<file path="config.mk">
export PLATFORM = sky130hd
export DESIGN_NAME = demux1x2_stream
export DESIGN_NICKNAME = d
export VERILOG_FILES = /design/src/rtl/demux1x2_stream.sv
export SDC_FILE = /design/constraint.sdc
export NUM_CORES = 1
export LEC_CHECK = 0
export BUFFER_PORTS_ARGS = -buffer_cell sky130_fd_sc_hd__buf_2
export CORE_ASPECT_RATIO = 0.6
export CORE_MARGIN = 2
export CORE_UTILIZATION = 52
export DETAILED_ROUTE_END_ITERATION = 8
export GPL_ROUTABILITY_DRIVEN = 0
export PLACE_DENSITY = 0.75
export SLEW_MARGIN = 15
export SYNTH_ARGS = -nofsm -noshare
export SYNTH_HDL_FRONTEND = slang
export SYNTH_SLANG_ARGS = --single-unit
</file>
<file path="constraint.sdc">
create_clock -name clk -period 2.5 [get_ports clk]
set_input_delay 0.125 -clock clk [delete_from_list [all_inputs] [get_ports clk]]
set_output_delay 0.125 -clock clk [all_outputs]
set_load 0.01 [all_outputs]
</file>
<file path="src/rtl/demux1x2_stream.sv">
// ----------------------------------------------------------------------------
// demux1x2_stream
//
// Purpose:
//   Steers a single valid/ready input stream into one of two output FIFOs
//   (A or B). The destination is either the explicit `select` input or, when
//   `alt_en` is high, an internal sequencer that alternates A,B,A,B... on every
//   accepted beat (TDM de-interleave). Each output drains independently, so a
//   stalled consumer on one side never blocks reads on the other.
//
// Handshake rule (all three interfaces):
//   A beat transfers on a rising clock edge where valid=1 and ready=1.
//   in_ready is a combinational function of the current destination and the
//   occupancy of that FIFO only; it never depends on in_valid.
//   a_valid/b_valid depend only on FIFO occupancy, never on a_ready/b_ready.
//
// Ports:
//   clk       rising-edge clock
//   rst       synchronous active-high reset (clears FIFOs, storage, sequencer)
//   in_valid  input beat present
//   in_ready  input beat accepted this cycle if in_valid=1
//   in_data   input payload
//   select    destination when alt_en=0: 0=A, 1=B
//   alt_en    1 = ignore select and alternate A,B,A,B...
//   a_valid   FIFO A non-empty
//   a_ready   consumer A takes the head beat
//   a_data    FIFO A head entry
//   b_valid   FIFO B non-empty
//   b_ready   consumer B takes the head beat
//   b_data    FIFO B head entry
//   a_count   FIFO A occupancy
//   b_count   FIFO B occupancy
// ----------------------------------------------------------------------------
module demux1x2_stream #(
    parameter int WIDTH = 8,
    parameter int DEPTH = 4
) (
    input  logic                       clk,
    input  logic                       rst,
    input  logic                       in_valid,
    output logic                       in_ready,
    input  logic [WIDTH-1:0]           in_data,
    input  logic                       select,
    input  logic                       alt_en,
    output logic                       a_valid,
    input  logic                       a_ready,
    output logic [WIDTH-1:0]           a_data,
    output logic                       b_valid,
    input  logic                       b_ready,
    output logic [WIDTH-1:0]           b_data,
    output logic [$clog2(DEPTH+1)-1:0] a_count,
    output logic [$clog2(DEPTH+1)-1:0] b_count
);

    localparam int PW = $clog2(DEPTH);
    localparam int CW = $clog2(DEPTH+1);

    // Alternating sequencer state: which FIFO the next accepted beat goes to.
    typedef enum logic {
        NEXT_A = 1'b0,
        NEXT_B = 1'b1
    } seq_t;

    seq_t             seq_q;
    seq_t             seq_d;

    logic [WIDTH-1:0] mem_a [DEPTH];
    logic [WIDTH-1:0] mem_b [DEPTH];
    logic [PW-1:0]    wr_a;
    logic [PW-1:0]    rd_a;
    logic [PW-1:0]    wr_b;
    logic [PW-1:0]    rd_b;
    logic [CW-1:0]    cnt_a;
    logic [CW-1:0]    cnt_b;

    logic             dest;
    logic             full_a;
    logic             full_b;
    logic             accept;
    logic             push_a;
    logic             push_b;
    logic             pop_a;
    logic             pop_b;

    // ------------------------------------------------------------------------
    // Steering and handshake
    // ------------------------------------------------------------------------
    always_comb begin
        full_a   = (cnt_a == CW'(DEPTH));
        full_b   = (cnt_b == CW'(DEPTH));
        dest     = alt_en ? (seq_q == NEXT_B) : select;
        // Only the addressed FIFO can stall the input; a pop in this same
        // cycle does not open room until the count updates on the next edge.
        in_ready = dest ? ~full_b : ~full_a;
        accept   = in_valid & in_ready;
        push_a   = accept & ~dest;
        push_b   = accept & dest;
        pop_a    = a_valid & a_ready;
        pop_b    = b_valid & b_ready;
    end

    // ------------------------------------------------------------------------
    // Sequencer FSM
    // ------------------------------------------------------------------------
    always_ff @(posedge clk) begin
        if (rst) begin
            seq_q <= NEXT_A;
        end else begin
            seq_q <= seq_d;
        end
    end

    always_comb begin
        seq_d = seq_q;
        if (!alt_en) begin
            // Parked on A so every alternating session starts with A.
            seq_d = NEXT_A;
        end else if (accept) begin
            seq_d = (seq_q == NEXT_A) ? NEXT_B : NEXT_A;
        end
    end

    // ------------------------------------------------------------------------
    // FIFO A
    // ------------------------------------------------------------------------
    always_ff @(posedge clk) begin
        if (rst) begin
            wr_a  <= '0;
            rd_a  <= '0;
            cnt_a <= '0;
            for (int i = 0; i < DEPTH; i++) begin
                mem_a[i] <= '0;
            end
        end else begin
            if (push_a) begin
                mem_a[wr_a] <= in_data;
                wr_a        <= wr_a + PW'(1);
            end
            if (pop_a) begin
                rd_a <= rd_a + PW'(1);
            end
            // Push is gated by !full and pop by !empty, so this never wraps.
            cnt_a <= cnt_a + CW'(push_a) - CW'(pop_a);
        end
    end

    // ------------------------------------------------------------------------
    // FIFO B
    // ------------------------------------------------------------------------
    always_ff @(posedge clk) begin
        if (rst) begin
            wr_b  <= '0;
            rd_b  <= '0;
            cnt_b <= '0;
            for (int i = 0; i < DEPTH; i++) begin
                mem_b[i] <= '0;
            end
        end else begin
            if (push_b) begin
                mem_b[wr_b] <= in_data;
                wr_b        <= wr_b + PW'(1);
            end
            if (pop_b) begin
                rd_b <= rd_b + PW'(1);
            end
            cnt_b <= cnt_b + CW'(push_b) - CW'(pop_b);
        end
    end

    // ------------------------------------------------------------------------
    // Outputs
    // ------------------------------------------------------------------------
    always_comb begin
        a_valid = (cnt_a != '0);
        b_valid = (cnt_b != '0);
        a_data  = mem_a[rd_a];
        b_data  = mem_b[rd_b];
        a_count = cnt_a;
        b_count = cnt_b;
    end

endmodule
</file>
==> impl_metrics.csv <==
group,metric,value,unit
synth,avgSynthCellArea,13.29,µm²
clocking,cts_buffers,9,
worst_hold_path,whs_path_depth,2,
sta,period_share,0.9353,
setup_path,crit_fanout,3,
die,core_area,0.006676,mm²
sta,post-route-min-period,2338,ps
route,post_drt_via_cell_ratio,5.330,
job,cap_violations,0,
sta,finalSetupViolCount,0,
synth,netlist_area,0.003575,mm²
finish,ff_latch_area,0.002302,mm²
setup_path,critPathBufInv,1,
finish,final_common_cell,"nor2_1",
route,drcViolationCount,0,
finish,nets,329,
die,io_pins,40,
finish,finalNonFillerCells,400,
pwr,p_clk_frac,0.332,
setup_path,critical_path_depth,9,
setup_path,r2r_cells,9,
clocking,h-tree-depth,3,
pwr,power.switching,1194,µW
global_routing,grt.total_usage,0.1918,
clocking,clk_latency,340,ps
placed_design,hpwl,4.412,mm
synth,syn_inst,269,
pwr,p_leak,0.001614,µW
finish,drive_above_1_share,0.2907,
pwr,irDropWorstVdd,598.2,µV
synth,yosysWarningCount,0,
global_routing,grt.met2_usage,0.2768,
sta,fmax,0.4277,GHz
setup_path,slowest_delay,380,ps
clocking,cts_resized,0,
synth,yosys_register_bits,83,
worst_hold_path,hold_class,"input port to flop",
synth,ys_seq_area_frac,0.6440,
global_routing,grt_overflow_total,0,
finish,multi_input_area,0.001146,mm²
die,die-width,111.0,µm
global_routing,use_met1,0.2777,
die,die-height,68.23,µm
finish,nFillCells,528,
pwr,p_seq_frac,0.429,
route,wl,6.537,mm
pwr,p_per_area,1022,mW/mm²
global_routing,busiest_layer,"met1",
setup_path,worstPathCellList,"mux2_4 > or3b_4 > ha_1 > inv_1 > ha_1 > fa_1 > xnor2_1 > xnor2_1 > nor2_1",
route,dr.pass1.iters,4,
clocking,clkSinkCount,83,
outcome,outcome,"complete, no violations",
placed_design,io_buffers,39,
setup_path,crit_slowest_cell,"or3b_4",
setup_path,critPathKind,"flop to flop",
pwr,comb_power_share,0.239,
sta,drv_slew,0,
clocking,root_buffer,"clkbuf_16",
synth,synth_fp_nets,290,
route,vias,2132,
route,drt_iter0_markers,182,
clocking,post_cts_buffers,0,
setup_path,crit_required,2720,ps
route,ant_nets,0,
clocking,clk_path_buf_depth,2,
route,post_drt_wl_per_cell,16.34,µm
sta,tightest_slew,565.9,ps
global_routing,grt.met3_usage,0.06554,
pwr,internal_power,3099,µW
placed_design,place_inst,384,
setup_path,end_kind,"flop",
global_routing,grt_max_degree,19,
sta,rsz0062_at_grt,"false",
finish,mostFrequentLayoutCells,"75 x nor2_1, 64 x edfxtp_1, 39 x buf_2, 19 x dfxtp_1, 16 x mux4_2",
die,start_util,0.5354,
setup_path,crit_path_start_kind,"flop",
synth,ys_types,31,
die,rows,23,
clocking,cts_hold_buf,0,
setup_path,crit_arrival,2560,ps
clocking,path_clk_slew,60,ps
finish,areaGrowthSynthToFinish,17.54,%
pwr,p_sw_frac,0.2781,
sta,slew-limit-headroom,0.6222,
sta,clock_skew,6.353,ps
finish,n_antenna_cell,0,
global_routing,grt_pass1_wl,10.47,mm
setup_path,critPathTopFamily,"adder cells",
die,dieArea,0.007576,mm²
global_routing,grt_pass1_vias,2013,
global_routing,antenna_found_initial,0,
sta,hold_violations,0,
sta,tns,0,ps
clocking,cts_tree,"yes",
==> path summary, 6_finish.rpt <==
kind	from	slack [ps]	to
worst max register to register	seq_q$_SDFFE_PP0N_	160	a_count[2]$_SDFF_PP0_
worst min-delay path	in_valid	70	seq_q$_SDFFE_PP0N_
worst max-delay path	seq_q$_SDFFE_PP0N_	160	a_count[2]$_SDFF_PP0_
worst min register to register	wr_b[1]$_SDFFE_PP0P_	520	wr_b[1]$_SDFFE_PP0P_
==> metal layers <==
layer	up-vias	part of all wire
met3	8	0.092
met4	0	0.012
li1	1007	-
met2	74	0.45
met1	1043	0.45
met5	-	0
==> flip-flops by register name (all words and copies together) (netlist names), named ones only <==
name and flops:
a_count 3, b_count 3, mem_a 32, mem_b 32, rd_a 2, rd_b 2
seq_q 1, wr_a 2, wr_b 2
==> final cells by class <==
type                       instances  share of cell area
clock buffer                       9             0.05360
clock inverter                     7             0.02382
inverter                           9            0.008040
multi-input combinational        154              0.2728
sequential                        83              0.5479
tap                               87             0.02591
timing repair buffer              51             0.06790
==> power groups by stage <==
stage | Clock (µW) | Sequential [µW] | Combinational [µW]
finish | 1430 | 1840 | 1030
global route | 1500 | 1880 | 1140
CTS | 1440 | 1850 | 1040
detailed placement | 0 | 1880 | 1030
global placement | 0 | 1870 | 1010
floorplan | 0 | 1790 | 767
==> synthesized netlist by cell type, drive strengths merged <==
master | n | area share
a31o | 1 | 0.0025
or3b | 5 | 0.013
nor2b | 4 | 0.0070
fa | 2 | 0.011
dfxtp | 19 | 0.11
xor2 | 2 | 0.0049
o31a | 2 | 0.0049
nor3b | 1 | 0.0021
nand3 | 1 | 0.0014
mux2 | 2 | 0.0073
clkbuf | 8 | 0.0084
a21oi | 3 | 0.0053
nand3b | 1 | 0.0021
edfxtp | 64 | 0.54
or3 | 6 | 0.011
buf | 15 | 0.018
o21ai | 2 | 0.0028
ha | 4 | 0.014
inv | 9 | 0.0094
nor2 | 76 | 0.081
mux4 | 16 | 0.10
xnor2 | 8 | 0.020
nand2b | 14 | 0.025
a21o | 2 | 0.0042
nand2 | 2 | 0.0021
==> worst register-to-register path, delay by kind of cell, from the launching register on <==
kind,cells,cell delay (ps)
simple gates,2,440
flops,1,320
buf+inv,1,40
mux,1,280
xor+xnor,2,320
fa+ha+maj,3,840
==> cells by family (layout without fill, tap and decap cells) <==
logic type | Yosys count | after routing | synth area share
fa+ha+maj | 6 | 6 | 0.02520
mux | 18 | 18 | 0.1082
flops | 83 | 83 | 0.6440
xor+xnor | 10 | 10 | 0.02450
simple gates | 110 | 110 | 0.1432
compound gates | 10 | 10 | 0.01960
buf+inv | 32 | 76 | 0.03535
==> per-stage QoR <==
stage                     setup WS (ps)  area, µm²  total power [µW]  utilization  hold slack, ps
after floorplan                   14.96       3575              2562            -           270.2
after global placement            219.6       3876              2882       0.5806           402.6
after detailed placement          166.0       3876              2910       0.5806           413.0
after CTS                         152.3       4202              4332       0.6293           64.21
after global routing              38.74       4202              4522       0.6293           90.20
final                             161.8       4202              4294       0.6293           71.02
Power figures use the tool's default switching activity.
